File: config.mk
export PLATFORM = sky130hd
export DESIGN_NAME = sdram_burst_reader
export DESIGN_NICKNAME = d
export VERILOG_FILES = /design/src/rtl/sdram_burst_reader_pkg.sv /design/src/rtl/sync_fifo_showahead.sv /design/src/rtl/sdram_burst_reader.sv
export SDC_FILE = /design/constraint.sdc
export NUM_CORES = 2
export LEC_CHECK = 0
export CAP_MARGIN = 40
export CORE_MARGIN = 2
export CORE_UTILIZATION = 60
export DETAILED_ROUTE_END_ITERATION = 12
export PLACE_DENSITY_LB_ADDON = 0.12
export SLEW_MARGIN = 20
export SYNTH_ARGS = -nofsm -noshare
export SYNTH_HDL_FRONTEND = slang
export SYNTH_SLANG_ARGS = --single-unit
File: constraint.sdc
create_clock -name clk_clk -period 13.4 [get_ports clk_clk]
set_clock_uncertainty 0.15 [all_clocks]
set_input_delay 2.68 -clock clk_clk [delete_from_list [all_inputs] [get_ports clk_clk]]
set_output_delay 2.68 -clock clk_clk [all_outputs]
set_load 0.01 [all_outputs]
File: src/rtl/sdram_burst_reader_pkg.sv
// Shared types and default constants for the SDRAM burst read master.
package sdram_burst_reader_pkg;

    localparam int unsigned DEF_ADDR_WIDTH  = 30;
    localparam int unsigned DEF_DATA_WIDTH  = 32;
    localparam int unsigned DEF_BURST_WIDTH = 8;
    localparam int unsigned DEF_MAX_BURST   = 16;
    localparam int unsigned DEF_FIFO_DEPTH  = 64;
    localparam int unsigned DEF_COUNT_WIDTH = 24;

    typedef enum logic [1:0] {
        S_IDLE  = 2'd0,
        S_ISSUE = 2'd1,
        S_DRAIN = 2'd2
    } state_e;

    // Smaller of two unsigned values, used for burst length selection.
    function automatic int unsigned min_u(input int unsigned a, input int unsigned b);
        return (a < b) ? a : b;
    endfunction

endpackage

File: src/rtl/sync_fifo_showahead.sv
// Show-ahead synchronous FIFO: head entry is visible on data_o whenever not empty.
module sync_fifo_showahead #(
    parameter int unsigned WIDTH = 33,
    parameter int unsigned DEPTH = 64
) (
    input  logic                     clk_i,
    input  logic                     rst_ni,
    input  logic                     push_i,
    input  logic [WIDTH-1:0]         data_i,
    input  logic                     pop_i,
    output logic [WIDTH-1:0]         data_o,
    output logic [$clog2(DEPTH):0]   count_o,
    output logic                     full_o,
    output logic                     empty_o
);

    localparam int unsigned AW = $clog2(DEPTH);

    logic [WIDTH-1:0] mem_q [DEPTH];
    logic [AW-1:0]    wr_ptr_q, wr_ptr_d;
    logic [AW-1:0]    rd_ptr_q, rd_ptr_d;
    logic [AW:0]      count_q, count_d;
    logic             do_push, do_pop;

    assign full_o  = (count_q == (AW+1)'(DEPTH));
    assign empty_o = (count_q == '0);
    assign count_o = count_q;
    assign data_o  = mem_q[rd_ptr_q];

    // A push into a full FIFO is only taken when a pop frees the slot in the same cycle.
    assign do_pop  = pop_i & ~empty_o;
    assign do_push = push_i & (~full_o | do_pop);

    // Pointer and occupancy next-state.
    always_comb begin
        wr_ptr_d = wr_ptr_q;
        rd_ptr_d = rd_ptr_q;
        count_d  = count_q + (AW+1)'(do_push) - (AW+1)'(do_pop);
        if (do_push) wr_ptr_d = wr_ptr_q + AW'(1);
        if (do_pop)  rd_ptr_d = rd_ptr_q + AW'(1);
    end

    // Pointer and occupancy registers.
    always_ff @(posedge clk_i or negedge rst_ni) begin
        if (!rst_ni) begin
            wr_ptr_q <= '0;
            rd_ptr_q <= '0;
            count_q  <= '0;
        end else begin
            wr_ptr_q <= wr_ptr_d;
            rd_ptr_q <= rd_ptr_d;
            count_q  <= count_d;
        end
    end

    // Storage array; contents are don't-care until written.
    always_ff @(posedge clk_i) begin
        if (do_push) mem_q[wr_ptr_q] <= data_i;
    end

endmodule

File: src/rtl/sdram_burst_reader.sv
// Avalon-MM burst read master: splits a (word address, count) command into
// MAX_BURST-aligned bursts, issuing each only once FIFO space is reserved for it.
module sdram_burst_reader
    import sdram_burst_reader_pkg::*;
#(
    parameter int unsigned ADDR_WIDTH  = DEF_ADDR_WIDTH,
    parameter int unsigned DATA_WIDTH  = DEF_DATA_WIDTH,
    parameter int unsigned BURST_WIDTH = DEF_BURST_WIDTH,
    parameter int unsigned MAX_BURST   = DEF_MAX_BURST,
    parameter int unsigned FIFO_DEPTH  = DEF_FIFO_DEPTH,
    parameter int unsigned COUNT_WIDTH = DEF_COUNT_WIDTH
) (
    input  logic                    clk_clk,
    input  logic                    reset_reset_n,
    input  logic                    cmd_valid,
    output logic                    cmd_ready,
    input  logic [ADDR_WIDTH-1:0]   cmd_address,
    input  logic [COUNT_WIDTH-1:0]  cmd_word_count,
    output logic [ADDR_WIDTH-1:0]   avm_address,
    output logic [BURST_WIDTH-1:0]  avm_burstcount,
    output logic                    avm_read,
    input  logic                    avm_waitrequest,
    input  logic [DATA_WIDTH-1:0]   avm_readdata,
    input  logic                    avm_readdatavalid,
    output logic                    avm_write,
    output logic [DATA_WIDTH-1:0]   avm_writedata,
    output logic [DATA_WIDTH/8-1:0] avm_byteenable,
    output logic                    out_valid,
    input  logic                    out_ready,
    output logic [DATA_WIDTH-1:0]   out_data,
    output logic                    out_last,
    output logic                    busy,
    output logic                    error
);

    localparam int unsigned LOG_MB = $clog2(MAX_BURST);
    localparam int unsigned FCNT_W = $clog2(FIFO_DEPTH) + 1;
    localparam int unsigned OCC_W  = FCNT_W + 1;

    state_e                  state_q, state_d;
    logic [ADDR_WIDTH-1:0]   addr_q, addr_d;
    logic [COUNT_WIDTH-1:0]  remaining_q, remaining_d;
    logic [COUNT_WIDTH-1:0]  total_q, total_d;
    logic [COUNT_WIDTH-1:0]  received_q, received_d;
    logic [OCC_W-1:0]        outstanding_q, outstanding_d;
    logic                    cmd_ready_q, cmd_ready_d;
    logic                    avm_read_q, avm_read_d;
    logic [ADDR_WIDTH-1:0]   avm_address_q, avm_address_d;
    logic [BURST_WIDTH-1:0]  avm_burstcount_q, avm_burstcount_d;
    logic                    error_q, error_d;
    logic                    busy_q, busy_d;

    logic                    cmd_hs, accept, rdv_ok, rdv_stray, pop, push_last, overflow;
    logic                    eval;
    logic [ADDR_WIDTH-1:0]   addr_n;
    logic [COUNT_WIDTH-1:0]  rem_n;
    logic [BURST_WIDTH-1:0]  len_n;
    logic [OCC_W-1:0]        fifo_cnt_n, used_n;

    logic [DATA_WIDTH:0]     fifo_rdata;
    logic [FCNT_W-1:0]       fifo_count;
    logic                    fifo_full, fifo_empty;

    assign cmd_hs    = (state_q == S_IDLE) & cmd_ready_q & cmd_valid;
    assign accept    = avm_read_q & ~avm_waitrequest;
    assign rdv_ok    = avm_readdatavalid & (outstanding_q != '0);
    assign rdv_stray = avm_readdatavalid & (outstanding_q == '0);
    assign pop       = out_ready & ~fifo_empty;
    assign push_last = ((received_q + COUNT_WIDTH'(1)) == total_q);
    assign overflow  = rdv_ok & fifo_full & ~pop;

    // Read-data buffer; every returned word already has a reserved slot.
    sync_fifo_showahead #(
        .WIDTH (DATA_WIDTH + 1),
        .DEPTH (FIFO_DEPTH)
    ) u_fifo (
        .clk_i   (clk_clk),
        .rst_ni  (reset_reset_n),
        .push_i  (rdv_ok),
        .data_i  ({push_last, avm_readdata}),
        .pop_i   (pop),
        .data_o  (fifo_rdata),
        .count_o (fifo_count),
        .full_o  (fifo_full),
        .empty_o (fifo_empty)
    );

    // Next-state: command capture, burst sizing, credit check and bookkeeping.
    always_comb begin
        state_d          = state_q;
        addr_d           = addr_q;
        remaining_d      = remaining_q;
        total_d          = total_q;
        received_d       = received_q;
        avm_read_d       = 1'b0;
        avm_address_d    = avm_address_q;
        avm_burstcount_d = avm_burstcount_q;
        error_d          = error_q;
        eval             = 1'b0;
        addr_n           = addr_q;
        rem_n            = remaining_q;
        len_n            = '0;

        // Credits held = words in FIFO + words still owed by the SDRAM.
        outstanding_d = outstanding_q + (accept ? OCC_W'(avm_burstcount_q) : '0) - OCC_W'(rdv_ok);
        fifo_cnt_n    = OCC_W'(fifo_count) + OCC_W'(rdv_ok & ~overflow) - OCC_W'(pop);
        used_n        = fifo_cnt_n + outstanding_d;

        if (rdv_ok) received_d = received_q + COUNT_WIDTH'(1);

        case (state_q)
            S_IDLE: begin
                if (cmd_hs) begin
                    addr_d      = cmd_address;
                    remaining_d = cmd_word_count;
                    total_d     = cmd_word_count;
                    received_d  = '0;
                    error_d     = 1'b0;
                    if (cmd_word_count != '0) begin
                        state_d = S_ISSUE;
                        addr_n  = cmd_address;
                        rem_n   = cmd_word_count;
                        eval    = 1'b1;
                    end
                end
            end
            S_ISSUE: begin
                if (avm_read_q & avm_waitrequest) begin
                    avm_read_d = 1'b1;
                end else begin
                    if (accept) begin
                        addr_n      = addr_q + ADDR_WIDTH'(avm_burstcount_q);
                        rem_n       = remaining_q - COUNT_WIDTH'(avm_burstcount_q);
                        addr_d      = addr_n;
                        remaining_d = rem_n;
                    end
                    if (rem_n == '0) state_d = S_DRAIN;
                    else             eval    = 1'b1;
                end
            end
            S_DRAIN: begin
                if (outstanding_q == '0) state_d = S_IDLE;
            end
            default: state_d = S_IDLE;
        endcase

        // Next burst stops at the MAX_BURST boundary and waits for enough credit.
        if (eval) begin
            len_n            = BURST_WIDTH'(min_u(32'(rem_n), MAX_BURST - 32'(addr_n[LOG_MB-1:0])));
            avm_address_d    = addr_n;
            avm_burstcount_d = len_n;
            avm_read_d       = (32'(used_n) + 32'(len_n)) <= FIFO_DEPTH;
        end

        error_d     = error_d | rdv_stray | overflow;
        cmd_ready_d = (state_d == S_IDLE);
        busy_d      = (state_d != S_IDLE) | (fifo_cnt_n != '0);
    end

    // State and output registers.
    always_ff @(posedge clk_clk or negedge reset_reset_n) begin
        if (!reset_reset_n) begin
            state_q          <= S_IDLE;
            addr_q           <= '0;
            remaining_q      <= '0;
            total_q          <= '0;
            received_q       <= '0;
            outstanding_q    <= '0;
            cmd_ready_q      <= 1'b0;
            avm_read_q       <= 1'b0;
            avm_address_q    <= '0;
            avm_burstcount_q <= '0;
            error_q          <= 1'b0;
            busy_q           <= 1'b0;
        end else begin
            state_q          <= state_d;
            addr_q           <= addr_d;
            remaining_q      <= remaining_d;
            total_q          <= total_d;
            received_q       <= received_d;
            outstanding_q    <= outstanding_d;
            cmd_ready_q      <= cmd_ready_d;
            avm_read_q       <= avm_read_d;
            avm_address_q    <= avm_address_d;
            avm_burstcount_q <= avm_burstcount_d;
            error_q          <= error_d;
            busy_q           <= busy_d;
        end
    end

    assign cmd_ready      = cmd_ready_q;
    assign avm_read       = avm_read_q;
    assign avm_address    = avm_address_q;
    assign avm_burstcount = avm_burstcount_q;
    assign avm_write      = 1'b0;
    assign avm_writedata  = '0;
    assign avm_byteenable = '1;
    assign out_valid      = ~fifo_empty;
    assign out_data       = fifo_rdata[DATA_WIDTH-1:0];
    assign out_last       = fifo_rdata[DATA_WIDTH] & ~fifo_empty;
    assign busy           = busy_q;
    assign error          = error_q;

endmodule
==> results.md <==
- Multi-input logic area: 0.02469 sq mm
- Starting density of the core: 60.51%
- Die width: 398.6 um
- Wire per inst: 35.09 um
- Hold path depth: 2
- Post-CTS Hold Buffers: 0
- Max Slew Vio Count: 0
- I/O Pins: 205
- Synthesized area: 0.09344 sq mm
- Core area: 0.1544 sq mm
- Commonest non-fill, non-tap cell in the layout: edfxtp_1
- Initial antenna violation count: 14
- Post-Synth Simple-Gate Area: 3.483%
- Post-DP HPWL: 149.6 mm
- Port bufs: 167
- Rows: 144
- Gpl congestion: 0.9013
- Clk sinks: 2285
- Synth top area cells: edfxtp_1, mux4_2, dfrtp_1, nand2_1, ha_1
- CTS Buf Count: 222
- Total setup buffers inserted after CTS: 0
- Final WL: 252.3 mm
- Worst path max stage delay: 0.62 ns
- Critical Path AT: 9.72 ns
- Vias per cell: 6.818
- Beginning of the worst hold path: total_q[23]$_DFFE_PN0P_
- Fraction of registers with async set/reset: 7.571%
- Synth Area in Compound Gates: 2.942%
- Worst Tran Pin Value: 1.061 ns
- Vias in the first global route: 48338
- Layout Cells excl Fill: 7192
- Largest net degree at the start of global routing: 148
- RR Startpoint: state_q[0]$_DFF_PN0_
- Crit Path Max Fanout: 32
- # DRC: 0
- Hold Worst Slack: 0.3492 ns
- Upper clock frequency limit: 109.5 MHz
- DRT Pass-1 Iters: 6
- Root Buffer: clkbuf_16
- Worst Hold Path EP: total_q[23]$_DFFE_PN0P_
- Buf+Inv Stages, Crit Path: 6
- Worst Reg-to-Reg Cells: 29
- Most frequent CP cell: inv_1
- Main combinational cell family by area after synthesis: multiplexers
- DR vias: 49037
- Synth Area per Inst: 20.15 sq um
- Worst path required time: 13.98 ns
- Clock latency at the later pin of the worst-skew pair: 0.87 ns
- Area Overhead vs Synth: 14.28%
- Die Ht: 398.6 um
- Overall power: 0.02416 W
- CTS tree: built
- Yosys Warn Count: 0
- Synth cell types: 110
- Worst hold-check path type: reg2reg
- Area share of the largest cell type after synthesis: 67.87%
- Status: finished, final reports clean
- Largest delay share family, worst path: simple AND/OR/NAND/NOR gates
- CTS H-tree lvls: 4
- Total track usage: 32.31%
- Synth Register Bits: 2285
- Initial DRC Count: 6646
- R2R Setup Slk: 6.17 ns
- CP startpoint kind: input port
- Dpl cells: 6761
- Detail Route Antenna Nets: 0
- Die ar.: 0.1589 sq mm
- Final hold violations: 0
- Ys flop type: edfxtp_1
- Post-CTS Resized: 0
- Worst R2R End: avm_read$_DFF_PN0_
- Number of fill cells: 9388
- Clock slew seen by the registers of the worst setup and hold paths: 0.06 ns
- MaxCap Viol Count: 0
- P_leak: 34.66 nW
- Post-synthesis sequential area ratio: 72.51%
- Final setup fails: 0
- Max-slew headroom: 29.25%
- RSZ-0062 raised after global routing: false
- Max VDD drop: 0.2860 mV
- GR Overflow Total: 0
- Post-synthesis xor/xnor area fraction: 1.012%
- Most frequent cells in the layout: edfxtp_1, mux4_2, clkbuf_16
- Area leader, netlist: edfxtp_1
- Global-route wire length before repair: 357.8 mm
- Min Tclk post-route: 9.136 ns
- Clock buffer depth: 3
- Share of layout cells above drive strength 1: 26.68%
- Post-Syn Instances: 4638
- Post-route setup TNS: 0 ns
- EDFF count, synth: 2112
- Slowest CP cell: or4_1
- CP endpoint kind: flip-flop
- Adder-cell share of the synthesized area: 1.018%
- Post-synthesis mux area share: 17.25%
- FF+latch area: 0.06777 sq mm
- Period utilization: 68.18%
- Nets: 5116
- PwrDens: 226.3 mW/mm^2
- Critical path class: in2reg
==> layer usage <==
metal | global-route usage [%] | up-vias | share of wire, %
met4 | 10.69 | 4 | 3.5
li1 | - | 19689 | -
met5 | 0 | - | 0.011
met1 | 44.70 | 25929 | 38
met2 | 51.93 | 2929 | 49
met3 | 7.184 | 486 | 9.9
==> synth_stat cells, types with 64 or more instances <==
master / number
inv_1: 75
nor2_1: 197
ha_1: 64
dfrtp_1: 173
mux4_2: 693
clkbuf_1: 171
nand2_1: 214
buf_1: 65
o21ai_0: 66
xnor2_1: 64
a21oi_1: 109
edfxtp_1: 2112
==> worst max path at each step <==
| stage | cells after the start | endpoint | slack, ns | start |
|---|---|---|---|---|
| after CTS | 32 | avm_read$_DFF_PN0_ | 4.41 | cmd_word_count[19] |
| after detailed placement | 32 | avm_read$_DFF_PN0_ | 3.52 | cmd_word_count[19] |
| final | 32 | avm_read$_DFF_PN0_ | 4.26 | cmd_word_count[19] |
| after global placement | 32 | avm_read$_DFF_PN0_ | 3.62 | cmd_word_count[19] |
| after floorplan | 10 | u_fifo.mem_q[0][32]$_DFFE_PP_ | 4.08 | received_q[0]$_DFF_PN0_ |
| after global routing | 32 | avm_read$_DFF_PN0_ | 3.74 | cmd_word_count[19] |
==> through the flow <==
step                util (%)  worst slack (ns)  cell area (sq um)
finish                 69.15             4.264             106800
global route           69.15             3.736             106800
CTS                    68.99             4.411             106500
detailed placement     64.14             3.519              99040
global placement       63.27             3.619              97690
floorplan                  -             4.084              93580
==> worst min-delay path, cell delays in order (launching register included) <==
cell,delay (ns)
dfrtp_1,0.35
nand2_1,0.05
nand2_1,0.06
==> flip-flops by register name (all words and copies together), names as in the netlist, 7 cells and up <==
name            flops
u_fifo.mem_q     2112
addr_q             30
remaining_q        24
u_fifo.count_o      7
avm_burstcount      8
avm_address        30
outstanding_q       8
received_q         24
total_q            24
==> final cells by class <==
type | instances | area share, %
Sequential cell | 2285 | 63.47
Multi-Input combinational cell | 2023 | 23.12
Clock buffer | 270 | 5.409
Timing Repair Buffer | 345 | 3.718
Tap cell | 2044 | 2.395
Clock inverter | 144 | 1.610
Inverter | 76 | 0.2672
Antenna cell | 5 | 0.01172
==> where the power goes <==
part / switching (W) / internal, W
combinational: 0.00479 / 0.00423
clock: 0.00273 / 0.00365
sequential: 0.000485 / 0.00826
==> cells by family (layout without fill, tap and decap cells) <==
family	count (synthesis)	in the layout
AO/OA/AOI/OAI	401	401
XOR/XNOR	108	108
adder cells (fa/ha/maj)	72	72
buffers and inverters	368	835
flip-flops	2285	2285
multiplexers	734	734
other	2	45
AND/OR/NAND/NOR	668	668
No activity file was read; power rests on OpenSTA's default activity.
